===== src/rtl/i2c_pkg.sv =====
// rtl/i2c_pkg.sv - shared FSM state encoding, bus constants and default address for the I2C target
package i2c_pkg;

    typedef enum logic [3:0] {
        ST_IDLE,
        ST_ADDR,
        ST_ADDR_ACK,
        ST_PTR,
        ST_PTR_ACK,
        ST_WDATA,
        ST_WDATA_ACK,
        ST_RDATA,
        ST_RDATA_ACK
    } i2c_state_e;

    localparam logic       I2C_ACK          = 1'b0;
    localparam logic       I2C_NACK         = 1'b1;
    localparam logic [6:0] I2C_DEFAULT_ADDR = 7'h42;

endpackage


===== src/rtl/i2c_line_sync.sv =====
// rtl/i2c_line_sync.sv - 2-flop synchronizer, optional majority filter (I2C_TARGET_GLITCH_FILTER_EN), edge detect
module i2c_line_sync (
    input  logic clk,
    input  logic reset,
    input  logic line_i,
    output logic level_o,
    output logic rise_o,
    output logic fall_o
);

    logic [1:0] sync_q;
    logic       level;
    logic       prev_q;

    always_ff @(posedge clk or negedge reset) begin
        if (!reset) begin
            sync_q <= 2'b11;
        end else begin
            sync_q <= {sync_q[0], line_i};
        end
    end

`ifdef I2C_TARGET_GLITCH_FILTER_EN
    // A one-clk pulse never holds two of the three samples, so it cannot flip the output.
    logic [1:0] hist_q;
    logic       filt_q;

    always_ff @(posedge clk or negedge reset) begin
        if (!reset) begin
            hist_q <= 2'b11;
            filt_q <= 1'b1;
        end else begin
            hist_q <= {hist_q[0], sync_q[1]};
            filt_q <= (sync_q[1] & hist_q[0]) | (sync_q[1] & hist_q[1]) | (hist_q[0] & hist_q[1]);
        end
    end

    assign level = filt_q;
`else
    assign level = sync_q[1];
`endif

    always_ff @(posedge clk or negedge reset) begin
        if (!reset) begin
            prev_q <= 1'b1;
        end else begin
            prev_q <= level;
        end
    end

    assign level_o = level;
    assign rise_o  = level & ~prev_q;
    assign fall_o  = ~level & prev_q;

endmodule


===== src/rtl/i2c_target.sv =====
// rtl/i2c_target.sv - I2C register-file target; I2C_TARGET_GLITCH_FILTER_EN adds line majority filters
module i2c_target
    import i2c_pkg::*;
#(
    parameter logic [6:0] TARGET_ADDR = I2C_DEFAULT_ADDR,
    parameter int         NUM_REGS    = 16
) (
    input  logic       clk,
    input  logic       reset,
    input  logic       scl_i,
    input  logic       sda_i,
    output logic       sda_oe,
    output logic       wr_valid,
    output logic [7:0] wr_addr,
    output logic [7:0] wr_data,
    output logic       busy
);

    localparam int PW = $clog2(NUM_REGS);

    logic scl_lvl, scl_rise, scl_fall;
    logic sda_lvl, sda_rise, sda_fall;

    i2c_line_sync u_scl_sync (
        .clk    (clk),
        .reset  (reset),
        .line_i (scl_i),
        .level_o(scl_lvl),
        .rise_o (scl_rise),
        .fall_o (scl_fall)
    );

    i2c_line_sync u_sda_sync (
        .clk    (clk),
        .reset  (reset),
        .line_i (sda_i),
        .level_o(sda_lvl),
        .rise_o (sda_rise),
        .fall_o (sda_fall)
    );

    i2c_state_e    state_q, state_d;
    logic [3:0]    cnt_q, cnt_d;
    logic [7:0]    shift_q, shift_d;
    logic [PW-1:0] ptr_q, ptr_d;
    logic          rw_q, rw_d;
    logic          oe_q, oe_d;
    logic          busy_q, busy_d;
    logic          wr_valid_q, wr_valid_d;
    logic [7:0]    wr_addr_q, wr_addr_d;
    logic [7:0]    wr_data_q, wr_data_d;
    logic [7:0]    regs_q [NUM_REGS];
    logic          reg_we;
    logic [7:0]    rx_byte;
    logic [7:0]    rd_byte;
    logic          start_det, stop_det;

    assign start_det = sda_fall & scl_lvl;
    assign stop_det  = sda_rise & scl_lvl;
    assign rx_byte   = {shift_q[6:0], sda_lvl};
    assign rd_byte   = regs_q[ptr_q];

    always_comb begin
        state_d    = state_q;
        cnt_d      = cnt_q;
        shift_d    = shift_q;
        ptr_d      = ptr_q;
        rw_d       = rw_q;
        oe_d       = oe_q;
        busy_d     = busy_q;
        wr_valid_d = 1'b0;
        wr_addr_d  = wr_addr_q;
        wr_data_d  = wr_data_q;
        reg_we     = 1'b0;
        if (start_det) begin
            state_d = ST_ADDR;
            cnt_d   = 4'd0;
            oe_d    = 1'b0;
        end else if (stop_det) begin
            state_d = ST_IDLE;
            cnt_d   = 4'd0;
            oe_d    = 1'b0;
            busy_d  = 1'b0;
        end else if (scl_rise) begin
            case (state_q)
                ST_ADDR, ST_PTR, ST_WDATA: begin
                    shift_d = rx_byte;
                    cnt_d   = cnt_q + 4'd1;
                    if (state_q == ST_WDATA && cnt_q == 4'd7) begin
                        reg_we     = 1'b1;
                        wr_valid_d = 1'b1;
                        wr_addr_d  = 8'(ptr_q);
                        wr_data_d  = rx_byte;
                        ptr_d      = ptr_q + PW'(1);
                    end
                end
                ST_RDATA: cnt_d = cnt_q + 4'd1;
                ST_RDATA_ACK: begin
                    if (sda_lvl == I2C_NACK) begin
                        state_d = ST_IDLE;
                        busy_d  = 1'b0;
                    end else begin
                        ptr_d = ptr_q + PW'(1);
                    end
                end
                default: ;
            endcase
        end else if (scl_fall) begin
            // Every SDA change happens here, while SCL is low.
            case (state_q)
                ST_ADDR: begin
                    if (cnt_q == 4'd8) begin
                        cnt_d = 4'd0;
                        if (shift_q[7:1] == TARGET_ADDR) begin
                            state_d = ST_ADDR_ACK;
                            oe_d    = 1'b1;
                            busy_d  = 1'b1;
                            rw_d    = shift_q[0];
                        end else begin
                            state_d = ST_IDLE;
                            busy_d  = 1'b0;
                        end
                    end
                end
                ST_ADDR_ACK, ST_RDATA_ACK: begin
                    cnt_d = 4'd0;
                    if (state_q == ST_RDATA_ACK || rw_q) begin
                        state_d = ST_RDATA;
                        shift_d = rd_byte;
                        oe_d    = ~rd_byte[7];
                    end else begin
                        state_d = ST_PTR;
                        oe_d    = 1'b0;
                    end
                end
                ST_PTR: begin
                    if (cnt_q == 4'd8) begin
                        ptr_d   = shift_q[PW-1:0];
                        state_d = ST_PTR_ACK;
                        oe_d    = 1'b1;
                        cnt_d   = 4'd0;
                    end
                end
                ST_PTR_ACK, ST_WDATA_ACK: begin
                    state_d = ST_WDATA;
                    oe_d    = 1'b0;
                end
                ST_WDATA: begin
                    if (cnt_q == 4'd8) begin
                        state_d = ST_WDATA_ACK;
                        oe_d    = 1'b1;
                        cnt_d   = 4'd0;
                    end
                end
                ST_RDATA: begin
                    if (cnt_q == 4'd8) begin
                        state_d = ST_RDATA_ACK;
                        oe_d    = 1'b0;
                        cnt_d   = 4'd0;
                    end else begin
                        shift_d = {shift_q[6:0], 1'b0};
                        oe_d    = ~shift_q[6];
                    end
                end
                default: ;
            endcase
        end
    end

    always_ff @(posedge clk or negedge reset) begin
        if (!reset) begin
            state_q    <= ST_IDLE;
            cnt_q      <= 4'd0;
            shift_q    <= 8'h00;
            ptr_q      <= '0;
            rw_q       <= 1'b0;
            oe_q       <= 1'b0;
            busy_q     <= 1'b0;
            wr_valid_q <= 1'b0;
            wr_addr_q  <= 8'h00;
            wr_data_q  <= 8'h00;
        end else begin
            state_q    <= state_d;
            cnt_q      <= cnt_d;
            shift_q    <= shift_d;
            ptr_q      <= ptr_d;
            rw_q       <= rw_d;
            oe_q       <= oe_d;
            busy_q     <= busy_d;
            wr_valid_q <= wr_valid_d;
            wr_addr_q  <= wr_addr_d;
            wr_data_q  <= wr_data_d;
        end
    end

    always_ff @(posedge clk or negedge reset) begin
        if (!reset) begin
            for (int i = 0; i < NUM_REGS; i++) begin
                regs_q[i] <= 8'h00;
            end
        end else if (reg_we) begin
            regs_q[ptr_q] <= wr_data_d;
        end
    end

    assign sda_oe   = oe_q;
    assign wr_valid = wr_valid_q;
    assign wr_addr  = wr_addr_q;
    assign wr_data  = wr_data_q;
    assign busy     = busy_q;

endmodule


===== config.mk =====
export PLATFORM = sky130hd
export DESIGN_NAME = i2c_target
export DESIGN_NICKNAME = d
export VERILOG_FILES = /design/src/rtl/i2c_pkg.sv /design/src/rtl/i2c_line_sync.sv /design/src/rtl/i2c_target.sv
export SDC_FILE = /design/constraint.sdc
export NUM_CORES = 1
export LEC_CHECK = 0
export CAP_MARGIN = 20
export CORE_UTILIZATION = 55
export DETAILED_ROUTE_END_ITERATION = 16
export PLACE_DENSITY = 0.82
export SETUP_SLACK_MARGIN = 0.5
export SYNTH_ARGS = -nofsm -noshare
export SYNTH_HDL_FRONTEND = slang
export SYNTH_SLANG_ARGS = --single-unit

===== constraint.sdc =====
create_clock -name clk -period 2.2 [get_ports clk]
set_clock_uncertainty 0.15 [all_clocks]
set_input_delay 0.22 -clock clk [delete_from_list [all_inputs] [get_ports clk]]
set_output_delay 0.22 -clock clk [all_outputs]
set_load 0.005 [all_outputs]

# Word level (Yosys, flattened, before mapping)
# Index checks and enable logic that the tools add are counted.
[totals]
latchBits = 0
romBits = 0
mem_bits_rw = 0
mem_count = 0
in_bits = 4
elab_cells = 176
ff_bits = 170
[classes]
shifts = 0
addsub = 2
magnitude_cmp = 2
div_mod_pow = 0
mux = 67
reduce_logical = 27
n_mul = 0
n_bitwise = 16
eq_ne = 32
[ops]
columns = ["op", "n"]
rows = [
  ["$bwmux W128", 1],
  ["$mux W8", 13],
  ["$mux W4", 22],
  ["$bmux W8 S4", 1],
  ["$demux W8 S4", 1],
  ["$pmux W4 S6", 1],
  ["$mux W1", 22],
  ["$eq A4 B3 Y1 const B", 5],
  ["$pmux W4 S2", 2],
  ["$pmux W8 S2", 1],
  ["$reduce_and A8 Y1", 2],
  ["$ne A5 B5 Y1 const B", 3],
  ["$reduce_bool A3 Y1", 5],
  ["$reduce_and A7 Y1", 2],
  ["$ne A3 B1 Y1 const B", 4],
  ["$ne A3 B3 Y1 const B", 4],
  ["$ne A4 B1 Y1 const B", 3],
  ["$reduce_and A6 Y1", 2],
  ["$not A1 Y1", 9],
  ["$reduce_bool A9 Y1", 1],
  ["$add A4 B1 Y4 const B", 2],
  ["$eq A4 B2 Y1 const B", 2],
  ["$eq A4 B4 Y1 const B", 2],
  ["$ne A4 B4 Y1 const B", 2],
  ["other kinds (24)", 34],
]

# Logic depth before layout (Yosys ltp)
[logic_depth]
ltp_word = 11
ltp_mapped = 9
mapped_depth_nobuf = 7

# By module
# Synthesis repeated with hierarchy kept, for this count alone.
[unflattened]
hier_cells = 599
area_unflattened_um2 = 8733.4
[by_module_without_submodules]
columns = ["mod", "instances", "cells_per_inst", "area_each_um2"]
rows = [
  ["i2c_target", 1, 589, 8545.7],
  ["i2c_line_sync", 2, 5, 93.8],
]

# Worst setup path after synthesis
# No wires, ideal clock.
[synth_path]
path_type = "reg-to-reg"
startpoint = "reg ptr_q[1]"
endpoint = "reg regs_q[22] (netlist bit)"
arrival_time_ns = 2.137
required_time_ns = 1.925
setup_ns = 0.125
stages_incl_launch_ff = 10
path_slack_ns = -0.212
period_less_slack_ns = 2.412
path_cell_list = "dfrtp_1 -> buf_2 -> clkbuf_1 -> buf_2 -> inv_1 -> ha_1 -> and2_1 -> buf_4 -> nand2_4 -> mux2_4"
[synth_between]
elab_chain_len = 6
[synth_lines]
columns = ["item", "line_no", "source"]
rows = [
  ["start: declaration", "i2c_target.sv:45", "logic [PW-1:0] ptr_q, ptr_d;"],
  ["start signal: assignment", "i2c_target.sv:186", "ptr_q <= ptr_d;"],
  ["$not A4 Y5 (implied by the code) *", "i2c_target.sv:202", "regs_q[ptr_q] <= wr_data_d;"],
  ["$ge A5 B5 Y1 (implied by the code) or $lt A5 B1 Y1 (tied branches)", "i2c_target.sv:202", ""],
  ["$logic_and A1 B1 Y1 (implied by the code)", "i2c_target.sv:202", ""],
  ["$mux W8 (implied by the code)", "i2c_target.sv:202", ""],
  ["$demux W8 S4 *", "i2c_target.sv:202", ""],
  ["$bwmux W128 *", "i2c_target.sv:202", ""],
  ["end signal: indexed assignment", "i2c_target.sv:202", ""],
  ["end: declaration", "i2c_target.sv:52", "logic [7:0] regs_q [NUM_REGS];"],
]
# Mark *: on every way between the ends. The rest lies on a longest branch, timed or not.
# A chain may end at the register's enable or synchronous reset.

# Final worst setup path
[layout_path]
startpoint = "reg u_scl_sync.sync_q[1]"
endpoint = "reg shift_q[1]"
[layout_between]
elab_chain_len = 4
[layout_lines]
columns = ["item", "line_no", "source"]
rows = [
  ["start: declaration", "i2c_line_sync.sv:11", "logic [1:0] sync_q;"],
  ["start signal: assignment", "i2c_line_sync.sv:19", "sync_q <= {sync_q[0], line_i};"],
  ["$not A1 Y1", "i2c_line_sync.sv:53", "assign fall_o = ~level & prev_q;"],
  ["$and A1 B1 Y1", "i2c_line_sync.sv:53", ""],
  ["$reduce_bool A2 Y1 (no source line)", "-", ""],
  ["$reduce_and A7 Y1 (no source line)", "-", ""],
  ["end signal: assignment", "i2c_target.sv:185", "shift_q <= shift_d;"],
  ["end: declaration", "i2c_target.sv:44", "logic [7:0] shift_q, shift_d;"],
]
# Several ways; a longest one is shown, not always the timed one.

==> impl_metrics.csv <==
group,metric,value,unit
die,ios,23,
worst_setup_path,critical_path_buf_inv_count,2,
timing,max_slew_margin,0.577,
die,rows,45,
placement,gp_congestion,0.893,
timing,worst_slack,-0.171,ns
die,die_area,16400,um^2
synth,syn_area,8750,um^2
die,die_x,128,um
timing,fin_crit,2.37,ns
synth,synth_mux_area_frac,0.329,
detailed_routing,route.vias.total,5770,
power_and_ir_drop,p_leak,5.42,nW
timing,tightest_slew,0.633,ns
worst_setup_path,critPathLaunchType,"register",
worst_setup_path,worstPathCellList,"ha_4 -> buf_4 -> o211ai_1 -> a31oi_1 -> o211a_1 -> buf_12 -> mux2_2",
finish,layout_commonest_cell,"dfrtp_1",
worst_setup_path,critPathArrivalTime,2.53,ns
finish,fillers,879,
finish,nNetsFinal,703,
timing,fin_tns_setup,-17.42,ns
synth,ys_types,61,
synth,synth_compound_area_frac,0.0571,
power_and_ir_drop,switchingPower,2.00,mW
placement,io_buffers,18,
detailed_routing,detail_route.wl_per_cell,25.8,um
global_routing,grt_pass1_vias,6180,
synth,synthAdderAreaFrac,0.0114,
outcome,status,"finished, violations left",
power_and_ir_drop,clockPowerShare,0.399,
detailed_routing,post_drt_via_cell_ratio,6.31,
cts,cts_tree,"yes",
cts,cts_buffers,17,
finish,final_cell_mix,"dfrtp_1, mux2_4, buf_4",
synth,yosys.area.top_type_share,0.469,
global_routing,grt_max_degree,73,
synth,synth_top_family_by_area,"multiplexers",
synth,synthFlopType,"dfrtp_1",
worst_setup_path,cp_slowest_cell,"dfstp_2",
placement,dpl.hpwl,13600,um
worst_setup_path,path_max_fanout,12,
power_and_ir_drop,p_total,7.20,mW
worst_setup_path,cpLargestDelayFamily,"compound AO/OA/AOI/OAI gates",
worst_setup_path,critical-path-max-stage-delay,0.57,ns
power_and_ir_drop,p_per_area,651,nW/um^2
timing,drv_slew,0,
detailed_routing,drt_first_pass_iters,5,
synth,yosys_warnings,0,
cts,clock_latency,0.43,ns
synth,synth-xor-area-share,0.00200,
synth,ys_async_sr_fraction,1.00,
power_and_ir_drop,ir_drop,0.498,mV
global_routing,gr-total-overflow,0,
finish,n_antenna_cell,0,
outcome,violations,"negative setup slack",
global_routing,grt_pass1_wl,36200,um
timing,finalHoldViolCount,0,
power_and_ir_drop,p_int,5.20,mW
global_routing,antenna_found_initial,0,
synth,ys_top_cells_by_area,"dfrtp_1, mux2_4, mux4_2",
synth,synthSimpleGateAreaFrac,0.0785,
die,die_y,128,um
die,coreArea,15400,um^2
finish,syn2layout_area_growth,26.5,%
synth,synth_edf_count,0,
worst_setup_path,critPathKind,"reg -> reg",
cts,path_clk_slew,0.07,ns
finish,multi_input_area,4700,um^2
power_and_ir_drop,power_switching_share,0.278,
cts,cts_max_path_buffers,2,
timing,fin_crit_sh,1.08,
detailed_routing,first_iter_violations,604,
die,start_util,0.569,
finish,seqCellArea,4270,um^2
synth,syn-instance-count,608,
cts,cts_sinks,170,
timing,fmax,422,MHz
synth,yosys.area.top_type,"dfrtp_1",
detailed_routing,totalWireLength,23600,um
global_routing,grt_use_total,0.299,
detailed_routing,ant_nets,0,
power_and_ir_drop,seqPwrFrac,0.448,
synth,synth_seq_cells,170,
cts,htree_levels,4,
timing,rsz0062_at_grt,"true",
synth,ys_seq_area_frac,0.487,
finish,drive_above_1_share,0.557,
worst_setup_path,cp-end-kind,"register",
run,maxCapViolCount,0,
detailed_routing,drc,0,
worst_setup_path,cp_data_required_time,2.36,ns
timing,setup_violations,150,
power_and_ir_drop,combPwrFrac,0.153,
synth,postSynthAreaPerCell,14.4,um^2
cts,root_buffer,"clkbuf_16",
worst_hold_path,hp-class,"in -> reg",
==> layout make-up <==
cell class	instances	area share
clock buffers	19	0.0409
well taps	211	0.0239
inverters	13	0.00531
clock inverters	13	0.0104
repair buffers	112	0.110
multi-input cells	377	0.424
flip-flops and latches	170	0.386
==> path summary, 6_finish.rpt <==
path	cells past startpoint	start	slack, ns	endpoint
max in group asynchronous	3	reset	1.06	regs_q[62]$_DFFE_PN0P_
worst max-delay path	7	u_scl_sync.sync_q[1]$_DFF_PN1_	-0.17	shift_q[1]$_DFFE_PN0P_
worst min register to register	0	u_sda_sync.sync_q[0]$_DFF_PN1_	0.21	u_sda_sync.sync_q[1]$_DFF_PN1_
min in group asynchronous	2	reset	0.12	state_q[3]$_DFFE_PN0P_
worst max register to register	7	u_scl_sync.sync_q[1]$_DFF_PN1_	-0.17	shift_q[1]$_DFFE_PN0P_
worst min-delay path	1	scl_i	0.05	u_scl_sync.sync_q[0]$_DFF_PN1_
==> metal layers <==
| layer | global-route usage | part of all wire |
|---|---|---|
| met5 | 0 | 0 |
| met3 | 0.0680 | 0.055 |
| met4 | 0.146 | 0.042 |
| met1 | 0.377 | 0.40 |
| met2 | 0.488 | 0.50 |
==> cells by family after synthesis <==
| group | count (synthesis) |
|---|---|
| mux | 192 |
| flops | 170 |
| simple gates | 102 |
| compound gates | 69 |
| buf+inv | 64 |
| fa+ha+maj | 8 |
| xor+xnor | 2 |
| other cells | 1 |
==> metrics by stage <==
stage / instance area (um^2) / util / instances / setup WS (ns) / hold slack (ns)
2_1_floorplan: 9040 / - / 611 / -0.0205 / -0.226
3_3_place_gp: 9700 / 0.631 / 854 / -0.0732 / 0.00666
3_5_place_dp: 9700 / 0.631 / 854 / -0.107 / 0.0119
4_1_cts: 10800 / 0.701 / 902 / -0.0601 / 0.0477
5_1_grt: 11100 / 0.720 / 915 / -0.221 / 0.0465
6_report: 11100 / 0.720 / 915 / -0.171 / 0.0520
==> registers in the layout, summed over array words and instances (netlist names) <==
name               flops
cnt_q                  4
wr_data                8
u_sda_sync.prev_q      1
u_scl_sync.prev_q      1
state_q                4
shift_q                8
busy                   1
u_sda_sync.sync_q      2
sda_oe                 1
regs_q               128
wr_valid               1
wr_addr                4
rw_q                   1
u_scl_sync.sync_q      2
ptr_q                  4
==> synth_stat cells (all sizes together) (2+ instances only) <==
cell type	count
a21oi	15
a22o	4
a22oi	8
a31oi	4
a32o	2
and2	8
buf	25
clkbuf	26
dfrtp	164
dfstp	6
ha	8
inv	13
mux2	154
mux2i	6
mux4	32
nand2	40
nand3	8
nand3b	3
nand4	4
nor2	14
nor2b	5
nor3	5
nor4	2
nor4b	2
o211a	2
o211ai	4
o21ai	13
o32ai	2
o41ai	2
or2	2
or3	2
xor2	2
==> power by group through the flow <==
stage / sequential, mW / clock [mW] / combinational [mW]
final: 3.22 / 2.87 / 1.10
after global routing: 3.22 / 3.03 / 1.16
after CTS: 3.22 / 2.89 / 1.03
after detailed placement: 3.27 / 0 / 0.889
after global placement: 3.27 / 0 / 0.868
after floorplan: 3.25 / 0 / 0.599
==> what timing repair did <==
action                                  4_1_cts  5_1_grt
cloned                                        2        1
gates resized for setup                      73       41
buffers inserted                             13       12
hold buffers                                  1        0
pin swaps                                    13       11
endpoints found under the setup margin      165      172
hold endpoints to repair                     95        0
Power figures use the tool's default switching activity.
